## src/rtl/sc_fb_pkg.sv

```systemverilog
// Shared sizing, band packing and threshold helper for the stochastic filter bank.
package sc_fb_pkg;

    localparam int N     = 12;
    localparam int FRAME = 1 << N;
    localparam int IN_W  = 4*N - 5;

    localparam int B0_W = N;
    localparam int B1_W = N - 1;
    localparam int B2_W = N - 2;
    localparam int B3_W = N - 2;

    localparam int B0_LSB = 0;
    localparam int B1_LSB = N;
    localparam int B2_LSB = 2*N - 1;
    localparam int B3_LSB = 3*N - 3;

    typedef logic [N-1:0] word_t;

    typedef struct packed {
        logic [B3_W-1:0] b3;
        logic [B2_W-1:0] b2;
        logic [B1_W-1:0] b1;
        logic [B0_W-1:0] b0;
    } bands_t;

    function automatic word_t bitrev(input word_t x);
        word_t r;
        for (int i = 0; i < N; i++) begin
            r[i] = x[N-1-i];
        end
        return r;
    endfunction

endpackage

```

## src/rtl/sc_vdc_counter.sv

```systemverilog
// Free-running frame counter with van der Corput threshold, quarter index and frame-end flag.
// Zero latency on outputs (combinational from the count); never stalls.
module sc_vdc_counter
    import sc_fb_pkg::*;
(
    input  logic        clk_i,
    input  logic        rst_i,
    output logic [1:0]  sel_o,
    output word_t       thr_o,
    output logic        last_o
);

    word_t cnt_q;
    word_t cnt_d;

    always_comb begin
        cnt_d = cnt_q + word_t'(1);
    end

    always_ff @(posedge clk_i) begin
        if (rst_i) begin
            cnt_q <= '0;
        end else begin
            cnt_q <= cnt_d;
        end
    end

    assign sel_o  = cnt_q[N-1:N-2];
    assign thr_o  = bitrev(cnt_q);
    assign last_o = (cnt_q == word_t'(FRAME - 1));

endmodule

```

## src/rtl/sc_synth_merge.sv

```systemverilog
// Zero-order-hold upsample of four subbands, stochastic MUX-add, decode once per 2^N-cycle frame.
// Output one cycle after frame end; input accepted only in the last frame cycle, no buffering.
module sc_synth_merge
    import sc_fb_pkg::*;
(
    input  logic            clock,
    input  logic            start,
    input  logic [IN_W-1:0] in,
    input  logic            in_valid,
    output logic            in_ready,
    output logic [N-1:0]    out,
    output logic            out_valid
);

    logic [1:0] sel;
    word_t      thr;
    logic       last;

    bands_t     bands_q, bands_d;
    word_t      acc_q, acc_d;
    word_t      out_q, out_d;
    logic       ov_q, ov_d;
    logic [2:0] fidx_q, fidx_d;

    logic [2:0] phase;
    word_t      b_sel;
    word_t      s_ext;
    logic       load;

    sc_vdc_counter u_cnt (
        .clk_i  (clock),
        .rst_i  (start),
        .sel_o  (sel),
        .thr_o  (thr),
        .last_o (last)
    );

    assign in_ready = last & ~start;
    assign load     = in_ready & in_valid;
    // Phase of the frame that begins right after this boundary.
    assign phase    = fidx_q + 3'd1;

    always_comb begin
        case (sel)
            2'd0:    b_sel = bands_q.b0;
            2'd1:    b_sel = {bands_q.b1, 1'b0};
            2'd2:    b_sel = {bands_q.b2, 2'b00};
            default: b_sel = {bands_q.b3, 2'b00};
        endcase
    end

    assign s_ext = {{(N-1){1'b0}}, (b_sel > thr)};

    always_comb begin
        bands_d = bands_q;
        acc_d   = acc_q + s_ext;
        out_d   = out_q;
        ov_d    = 1'b0;
        fidx_d  = fidx_q;
        if (last) begin
            acc_d  = '0;
            out_d  = acc_q + s_ext;
            ov_d   = 1'b1;
            fidx_d = phase;
        end
        // Slower bands only refresh on phases aligned to their decimation ratio.
        if (load) begin
            bands_d.b0 = in[B0_LSB +: B0_W];
            if (phase[0] == 1'b0) begin
                bands_d.b1 = in[B1_LSB +: B1_W];
            end
            if (phase[1:0] == 2'b00) begin
                bands_d.b2 = in[B2_LSB +: B2_W];
            end
            if (phase == 3'b000) begin
                bands_d.b3 = in[B3_LSB +: B3_W];
            end
        end
    end

    always_ff @(posedge clock) begin
        if (start) begin
            bands_q <= '0;
            acc_q   <= '0;
            out_q   <= '0;
            ov_q    <= 1'b0;
            fidx_q  <= '0;
        end else begin
            bands_q <= bands_d;
            acc_q   <= acc_d;
            out_q   <= out_d;
            ov_q    <= ov_d;
            fidx_q  <= fidx_d;
        end
    end

    assign out       = out_q;
    assign out_valid = ov_q;

endmodule
```

## config.mk

```make
export PLATFORM = sky130hd
export DESIGN_NAME = sc_synth_merge
export DESIGN_NICKNAME = d
export VERILOG_FILES = /design/src/rtl/sc_fb_pkg.sv /design/src/rtl/sc_vdc_counter.sv /design/src/rtl/sc_synth_merge.sv
export SDC_FILE = /design/constraint.sdc
export NUM_CORES = 1
export LEC_CHECK = 0
export CAP_MARGIN = 20
export CORE_ASPECT_RATIO = 0.5
export CORE_MARGIN = 1
export CORE_UTILIZATION = 55
export DETAILED_ROUTE_END_ITERATION = 7
export MAX_ROUTING_LAYER = met4
export PLACE_DENSITY = 0.92
export REMOVE_ABC_BUFFERS = 1
export SETUP_SLACK_MARGIN = 0.4
export SLEW_MARGIN = 0
export SYNTH_ARGS = -nofsm -noshare
export SYNTH_HDL_FRONTEND = slang
export SYNTH_HIERARCHICAL = 1
export SYNTH_SLANG_ARGS = --single-unit
```

## constraint.sdc

```tcl
create_clock -name clock -period 8.1 [get_ports clock]
set_input_delay 2.025 -clock clock [delete_from_list [all_inputs] [get_ports clock]]
set_output_delay 2.025 -clock clock [all_outputs]
set_load 0.01 [all_outputs]
```

After elaboration in Yosys (flattened, before gate mapping)

Cells that the tools add are included.
W data, S select, Z words.

Multipliers: 0
$add $sub $neg: 3
$lt $le $gt $ge: 1
Multiplexer cells: 2
Div/mod/pow operators: 0
Equal/unequal tests: 3
Shift-type cells: 0
Bitwise gates (word level): 4
Reductions and logical operators: 7

Operators by type and width:

| cell                    | count |
|---|---|
| $pmux W12 S3            | 1 |
| $add A12 B1 Y12         | 1 |
| $add A12 B1 Y12 const B | 1 |
| $eq A12 B12 Y1 const B  | 1 |
| $gt A12 B12 Y1          | 1 |
| $reduce_and A2 Y1       | 3 |
| $logic_not A2 Y1        | 2 |
| $add A3 B1 Y3 const B   | 1 |
| $logic_not A3 Y1        | 1 |
| $and A1 B1 Y1           | 2 |
| $eq A2 B1 Y1 const B    | 1 |
| $eq A2 B2 Y1 const B    | 1 |
| $not A1 Y1              | 2 |
| $reduce_or A2 Y1        | 1 |
| $mux W1                 | 1 |

Output and inout bits: 14
Register bits: 83
Bits in read-only memories: 0
Memories kept: 0
Input bits: 46
Word-level logic and storage cells: 29
Bits in writable memories: 0
Bits in latches: 0

Logic depth before layout (Yosys ltp)

Gate-level depths: netlist of run 1.

Word-level depth: 4
Depth in mapped cells: 14
Gate-level depth less buffers: 13

Modules after synthesis

Netlist of run 1, hierarchy kept.

Modules (own cells, without submodules):

| module         | cells an instance | instances | area each (um^2) | sequential area each (um^2) |
|---|---|---|---|---|
| sc_synth_merge | 349               | 1         | 3153.0           | 1421.4 |
| sc_vdc_counter | 58                | 1         | 523.0            | 240.2 |

Worst setup path after synthesis of run 1

Ideal clock, no wire load.

Path kind: input port to output port
Start: in start
End: out in_ready
Setup slack: 3.751 ns
Buffers on the path: 0
Data arrival time: 2.324 ns
Data required time: 6.075 ns
Stages: 2
Path through: nand2b_1 -> inv_1

Cells in the longest elaborated chain, start to end: 2

RTL lines:

| what            | line                 | text |
|---|---|---|
| start, declared | sc_synth_merge.sv:7  | `input logic start,` |
| $not A1 Y1      | sc_synth_merge.sv:38 | `assign in_ready = last & ~start;` |
| $and A1 B1 Y1   | sc_synth_merge.sv:38 |  |
| end, declared   | sc_synth_merge.sv:10 | `output logic in_ready,` |

No other way between the ends.

Worst setup path in the final report of run 1

Same ends and word-level chain as after synthesis.

==> reports/qor.log, run 1 <==
qor: sta.final_count_of_pins_violating_max_slew 0
qor: worst_setup_path.critical_path_maximum_fanout 5
qor: synthesis.synth_seq_area_share 0.452
qor: run_status.status finished clean
qor: final_layout.area_delta_synth_final 23.5%
qor: clocking.post_cts_resize_count 0
qor: synthesis.synth-main-ff-cell sky130_fd_sc_hd__dfxtp_1
qor: synthesis.synth_async_sr_flop_share 0
qor: power_and_ir_drop.static-leakage-power 1.61 nW
qor: sta.worst_pin_slew 926 ps
qor: clocking.clock-root-buffer sky130_fd_sc_hd__clkbuf_16
qor: synthesis.synth_top_family_by_area simple AND/OR/NAND/NOR gates
qor: floorplanning.rows 20
qor: worst_setup_path.regToRegEndpoint out[10]
qor: detailed_routing.drt-vias-per-instance 5.69
qor: sta.clock_skew 3.84 ps
qor: final_layout.final_cells 548
qor: synthesis.ys_top_cells_by_count sky130_fd_sc_hd__dfxtp_1 (83), sky130_fd_sc_hd__nand2_1 (67), sky130_fd_sc_hd__nor2_1 (40)
qor: detailed_routing.detail_route.iter0.violations 202
qor: placement.place_inst 532
qor: synthesis.yosysMostFrequentCell sky130_fd_sc_hd__dfxtp_1
qor: sta.timing.max_slew.rel_slack 0.383
qor: synthesis.synthCells 407
qor: sta.worst_hold_slack 454 ps
qor: grt.groute.usage.overall 0.280
qor: floorplanning.io_pins 60
qor: grt.grt_start_max_net_pins 72
qor: synthesis.post_synth_xor_area_fraction 0.0381
qor: floorplanning.dieArea 0.00703 mm^2
qor: clocking.cts-htree-levels 3
qor: power_and_ir_drop.total_power_per_unit_cell_area 181 mW/mm^2
qor: floorplanning.overall_die_width 118 um
qor: power_and_ir_drop.design_power_total 821 uW
qor: final_layout.final_layout_size_suffix_gt1_frac 0.0717
qor: synthesis.synth_compound_gate_area_share 0.101
qor: final_layout.num-nets-final 518
qor: detailed_routing.count_of_nets_left_with_antenna_violations_after_detail_routing 0
qor: grt.grt_first_pass_wirelength 14.2 mm
qor: worst_setup_path.path_class in2out
qor: clocking.cts.sink_count 83
qor: synthesis.synth_top_cells_by_area sky130_fd_sc_hd__dfxtp_1 (45%), sky130_fd_sc_hd__nand2_1 (6.8%), sky130_fd_sc_hd__mux4_2 (6.1%), sky130_fd_sc_hd__ha_1 (5.8%), sky130_fd_sc_hd__a21oi_1 (4.4%)
qor: grt.antenna_found_initial 0
qor: clocking.tritoncts built
qor: sta.max_freq 199 MHz
qor: worst_hold_path.timing.hold.worst_path_depth 2
qor: sta.finalCriticalPeriod 5030 ps
qor: clocking.post_cts_hold_buffer_count 0
qor: synthesis.synth_top_cell_area_share 0.452
qor: placement.finalWeightedCongestion 0.790
qor: clocking.clock_latency 340 ps
qor: sta.rsz0062_at_grt false
qor: worst_hold_path.worstHoldStart bands_q[27]
qor: worst_setup_path.kind_of_capture_point_of_the_worst_setup_path output pin
qor: worst_hold_path.timing.hold.worst_endpoint bands_q[27]
qor: clocking.cts_made_buffers 9
qor: run.max_cap_viol_count 0
qor: worst_setup_path.crit-reg2reg-launch u_cnt/cnt_q[10]
qor: worst_setup_path.data_required_time_of_the_critical_path 6080 ps
qor: final_layout.antennaDiodeCount 0
qor: floorplanning.initial_core_util 0.588
qor: worst_hold_path.timing.hold.worst.class reg2reg
qor: sta.layout_worst_path_cycle_share 0.621
qor: placement.count_of_input_and_output_buffers 59
qor: clocking.clock_tree_buffer_depth 2
qor: detailed_routing.post_drt_wl_per_cell 16.3 um
qor: synthesis.postSynthRegisterBits 83
qor: synthesis.synthesis.yosys.warnings 6
qor: sta.setup_tns 0 ps
qor: power_and_ir_drop.vdd.ir_drop.worst 0.115 mV
qor: sta.hold_viol_final 0
qor: synthesis.synth_simple_gate_area_frac 0.203
qor: worst_setup_path.data_arrival_time_of_the_critical_path 3010 ps
qor: synthesis.largest_area_contributor_in_the_netlist sky130_fd_sc_hd__dfxtp_1
qor: synthesis.avgSynthCellArea 9.03 um^2
qor: grt.first_global_vias 3,091
qor: worst_setup_path.worst-r2r-setup-slack 4230 ps
qor: synthesis.mux_cell_area_share_after_synthesis 0.0994
qor: detailed_routing.route.detailed.drc 0
qor: sta.setup_viol_count_final 0
qor: detailed_routing.drt_wl_total 8.92 mm
qor: detailed_routing.route.vias.total 3,117
qor: synthesis.synth_cell_types 38
qor: detailed_routing.first_pass_iters 6
qor: worst_setup_path.critical_path.startpoint_type primary input
qor: placement.place.detailed.hpwl 5.55 mm
qor: floorplanning.die_h 59.8 um
qor: floorplanning.core-area 0.00626 mm^2
qor: synthesis.synth_fa_ha_area_frac 0.0579
qor: clocking.cts_setup_buffers 0
qor: synthesis.synth-edff-count 0
qor: clocking.clk_transition_reported_paths 60 ps
qor: grt.grt_overflow_total 0
qor: worst_setup_path.worstRegToRegCells 12
qor: synthesis.synth_area 0.00368 mm^2
registers in the layout, indices dropped and copies added (netlist names):
register,flops
out_valid,1
acc_q,12
u_cnt/cnt_q,12
bands_q,43
fidx_q,3
out,12
report_power, final:
part	total [mW]	switching [mW]	internal, mW
Sequential	0.413	0.00198	0.411
Combinational	0.0420	0.0163	0.0257
Clock	0.366	0.160	0.206
critical path: stages:
cell and delay [ps]:
sky130_fd_sc_hd__buf_2 110, sky130_fd_sc_hd__nand2b_1 220, sky130_fd_sc_hd__inv_1 110, sky130_fd_sc_hd__clkdlybuf4s50_1 540
worst max path at each step:
| stage | start | cells after the start | slack (ps) | endpoint |
|---|---|---|---|---|
| 6_report | start | 4 | 3070 | in_ready |
| 2_1_floorplan | u_cnt/cnt_q[10] | 4 | 2640 | in_ready |
| 3_3_place_gp | start | 4 | 3100 | in_ready |
| 5_1_grt | u_cnt/cnt_q[10] | 6 | 2850 | in_ready |
| 3_5_place_dp | start | 4 | 3070 | in_ready |
| 4_1_cts | start | 4 | 3070 | in_ready |
area by class of cell:
type	count	area, um^2
Fill cell	414	1720
Clock inverter	5	30.0
Timing Repair Buffer	61	601
Multi-Input combinational cell	283	1840
Clock buffer	11	233
Tap cell	88	110
Sequential cell	83	1660
Inverter	17	63.8
layout by cell type, fill, tap and decap left out, types with 3 or more instances in the layout:
cell / netlist / routed
sky130_fd_sc_hd__clkbuf_16: 0 / 9
sky130_fd_sc_hd__nand2_1: 67 / 67
sky130_fd_sc_hd__a21oi_1: 32 / 32
sky130_fd_sc_hd__clkdlybuf4s50_1: 0 / 58
sky130_fd_sc_hd__dfxtp_1: 83 / 83
sky130_fd_sc_hd__and2_1: 5 / 5
sky130_fd_sc_hd__o21ai_0: 18 / 18
sky130_fd_sc_hd__mux2i_1: 14 / 14
sky130_fd_sc_hd__mux4_2: 10 / 10
sky130_fd_sc_hd__nand2b_1: 13 / 13
sky130_fd_sc_hd__nor2_1: 40 / 40
sky130_fd_sc_hd__and3_1: 4 / 4
sky130_fd_sc_hd__o31ai_1: 4 / 4
sky130_fd_sc_hd__nand3_1: 6 / 6
sky130_fd_sc_hd__ha_1: 17 / 17
sky130_fd_sc_hd__inv_1: 17 / 17
sky130_fd_sc_hd__or4_1: 4 / 4
sky130_fd_sc_hd__xnor2_1: 4 / 4
sky130_fd_sc_hd__a211oi_1: 7 / 7
sky130_fd_sc_hd__clkinv_2: 0 / 3
sky130_fd_sc_hd__nand4_1: 7 / 7
sky130_fd_sc_hd__xor2_1: 12 / 12
routing by layer:
metal / GRT usage / vias to the layer above / share of wire
met4: 0.165 / 0 / 0.038
met3: 0.0887 / 38 / 0.062
li1: - / 1476 / -
met1: 0.295 / 1484 / 0.42
met5: - / - / 0
met2: 0.481 / 119 / 0.48
logic make-up (layout without fill, tap and decap cells):
group,Yosys count,in the layout
simple gates,159,159
compound gates,67,67
mux,24,24
buf+inv,41,94
flops,83,83
xor+xnor,16,16
fa+ha+maj,17,17
stage by stage:
step	instance area (um^2)	utilization	worst slack (ps)
5_1_grt	4540	0.726	2850
3_5_place_dp	4280	0.684	3070
3_3_place_gp	4280	0.684	3100
2_1_floorplan	3560	-	2640
4_1_cts	4540	0.726	3070
6_report	4540	0.726	3070
(Power assumes the default switching activity.)
==> run 2: changes to the inputs <==
Settings changed: CORE_UTILIZATION 55 to 48, PLACE_DENSITY 0.92 to 0.86.
Clock period 8.1 ns to 4.5 ns, I/O delays scaled along.
==> reports/qor.log, run 2 (synthesis gave the netlist of run 1 again) <==
qor: clocking.cts.sink_count 83 [unchanged]
qor: final_layout.area_delta_synth_final 25.7% [was 23.5%]
qor: clocking.cts_setup_buffers 0 [unchanged]
qor: sta.clock_skew 5.91 ps [was 3.84 ps]
qor: sta.setup_viol_count_final 0 [unchanged]
qor: run_status.status finished clean [unchanged]
qor: sta.hold_viol_final 0 [unchanged]
qor: floorplanning.overall_die_width 126 um [was 118 um]
qor: clocking.clk_transition_reported_paths 60 ps [about the same]
qor: detailed_routing.count_of_nets_left_with_antenna_violations_after_detail_routing 0 [unchanged]
qor: final_layout.max_ffs_per_register 43 [unchanged]
qor: clocking.cts-htree-levels 3 [unchanged]
qor: sta.finalCriticalPeriod 3830 ps
qor: clocking.cts_made_buffers 9 [unchanged]
qor: placement.postPlaceCellArea 0.00430 mm^2 [was 0.00428 mm^2]
qor: detailed_routing.detail_route.iter0.violations 265 [was 202]
qor: final_layout.final_area 0.00462 mm^2 [was 0.00454 mm^2]
qor: worst_setup_path.critical_path.startpoint_type flip-flop [was primary input]
qor: clocking.clock_tree_buffer_depth 2 [unchanged]
qor: sta.max_freq 261 MHz
qor: detailed_routing.route.detailed.drc 0 [unchanged]
qor: clocking.post_cts_hold_buffer_count 0 [unchanged]
qor: clocking.post_cts_resize_count 0 [unchanged]
qor: floorplanning.initial_core_util 0.498 [was 0.588]
qor: power_and_ir_drop.design_power_total 1.60 mW [was 821 uW]
qor: worst_hold_path.timing.hold.worst.class reg2reg [unchanged]
qor: grt.antenna_found_initial 0 [unchanged]
qor: detailed_routing.drt-vias-per-instance 5.33 [was 5.69]
qor: grt.grt_start_max_net_pins 56 [was 72]
qor: grt.grt_first_pass_wirelength 13.6 mm [was 14.2 mm]
qor: power_and_ir_drop.total_power_per_unit_cell_area 345 mW/mm^2 [was 181 mW/mm^2]
qor: sta.worst_pin_slew 696 ps [was 926 ps]
qor: grt.first_global_vias 2,892 [was 3,091]
qor: floorplanning.rows 22 [was 20]
qor: sta.rsz0062_at_grt false [unchanged]
qor: worst_setup_path.data_arrival_time_of_the_critical_path 2710 ps [was 3010 ps]
qor: floorplanning.io_pins 60 [unchanged]
qor: final_layout.num-nets-final 519 [was 518]
qor: power_and_ir_drop.static-leakage-power 1.65 nW [was 1.61 nW]
qor: placement.finalWeightedCongestion 0.872 [was 0.790]
qor: worst_setup_path.kind_of_capture_point_of_the_worst_setup_path output pin [unchanged]
qor: final_layout.final_common_cell sky130_fd_sc_hd__dfxtp_1 [unchanged]
qor: grt.groute.usage.overall 0.230 [was 0.280]
qor: final_layout.utilization 0.626 [was 0.726]
qor: detailed_routing.first_pass_iters 6 [unchanged]
qor: final_layout.top_reg_by_flops bands_q [unchanged]
qor: floorplanning.die_h 63.9 um [was 59.8 um]
qor: sta.worst_hold_slack 453 ps [was 454 ps]
qor: floorplanning.dieArea 0.00803 mm^2 [was 0.00703 mm^2]
qor: grt.grt_overflow_total 0 [unchanged]
qor: placement.place_inst 541 [was 532]
qor: clocking.tritoncts built [unchanged]
qor: clocking.clock_latency 350 ps [was 340 ps]
qor: worst_setup_path.data_required_time_of_the_critical_path 3380 ps [was 6080 ps]
qor: floorplanning.core-area 0.00738 mm^2 [was 0.00626 mm^2]
qor: sta.timing.max_slew.rel_slack 0.535 [was 0.383]
qor: placement.count_of_input_and_output_buffers 59 [unchanged]
qor: worst_setup_path.critical_path_maximum_fanout 16 [was 5]
qor: clocking.clock-root-buffer sky130_fd_sc_hd__clkbuf_16 [unchanged]
qor: sta.layout_worst_path_cycle_share 0.852
qor: worst_setup_path.path_class reg2out [was in2out]
qor: detailed_routing.route.vias.total 2,969 [was 3,117]
qor: detailed_routing.drt_wl_total 8.30 mm [was 8.92 mm]
qor: power_and_ir_drop.vdd.ir_drop.worst 0.255 mV [was 0.115 mV]
qor: run.max_cap_viol_count 0 [unchanged]
qor: final_layout.antennaDiodeCount 0 [unchanged]
qor: final_layout.final_cells 557 [was 548]
qor: final_layout.final_layout_size_suffix_gt1_frac 0.0803 [was 0.0717]
qor: detailed_routing.post_drt_wl_per_cell 14.9 um [was 16.3 um]
qor: sta.final_count_of_pins_violating_max_slew 0 [unchanged]
qor: final_layout.most_frequent_cells_in_the_layout sky130_fd_sc_hd__dfxtp_1 (82), sky130_fd_sc_hd__nand2_1 (67), sky130_fd_sc_hd__clkdlybuf4s50_1 (58) [was sky130_fd_sc_hd__dfxtp_1 (83), sky130_fd_sc_hd__nand2_1 (67), sky130_fd_sc_hd__clkdlybuf4s50_1 (58)]
qor: placement.place.detailed.hpwl 5.67 mm [was 5.55 mm]
-- run 2: worst paths after layout --
| check | start | to | slack, ps | depth (start not counted) |
|---|---|---|---|---|
| max | u_cnt/cnt_q[11] | in_ready | 670 | 5 |
| min | bands_q[24] | bands_q[24] | 450 | 2 |
| max reg2reg | u_cnt/cnt_q[10] | out[10] | 970 | 12 |
| min reg2reg | bands_q[24] | bands_q[24] | 450 | 2 |
-- run 2: through the flow --
step | TNS, ps | setup WS [ps]
2_1_floorplan | -456 | -58.8
3_3_place_gp | 0 | 881
3_5_place_dp | 0 | 822
4_1_cts | 0 | 514
5_1_grt | 0 | 549
6_report | 0 | 665
-- run 2: area by class of cell --
cell class / instances / area, um^2
Sequential cell: 83 / 1660
Clock inverter: 4 / 56.3
Timing Repair Buffer: 62 / 608
Multi-Input combinational cell: 283 / 1840
Fill cell: 616 / 2760
Clock buffer: 12 / 267
Inverter: 17 / 63.8
Tap cell: 96 / 120
-- run 2: critical path: stages, from the launching register on --
cell,delay [ps]
sky130_fd_sc_hd__dfxtp_1,770
sky130_fd_sc_hd__inv_1,120
sky130_fd_sc_hd__nor4_2,550
sky130_fd_sc_hd__nand2b_1,220
sky130_fd_sc_hd__inv_1,150
sky130_fd_sc_hd__clkdlybuf4s50_1,550
-- run 2: per-layer routing --
metal | part of all wire | global-route usage | vias up
li1 | - | - | 1485
met1 | 0.44 | 0.271 | 1403
met2 | 0.48 | 0.358 | 67
met3 | 0.060 | 0.0787 | 14
met4 | 0.021 | 0.108 | 0
met5 | 0 | - | -
-- run 2: report_power, final --
group / internal [mW] / total, mW / switching, mW
Combinational: 0.0459 / 0.0751 / 0.0291
Clock: 0.479 / 0.777 / 0.298
Sequential: 0.740 / 0.743 / 0.00338
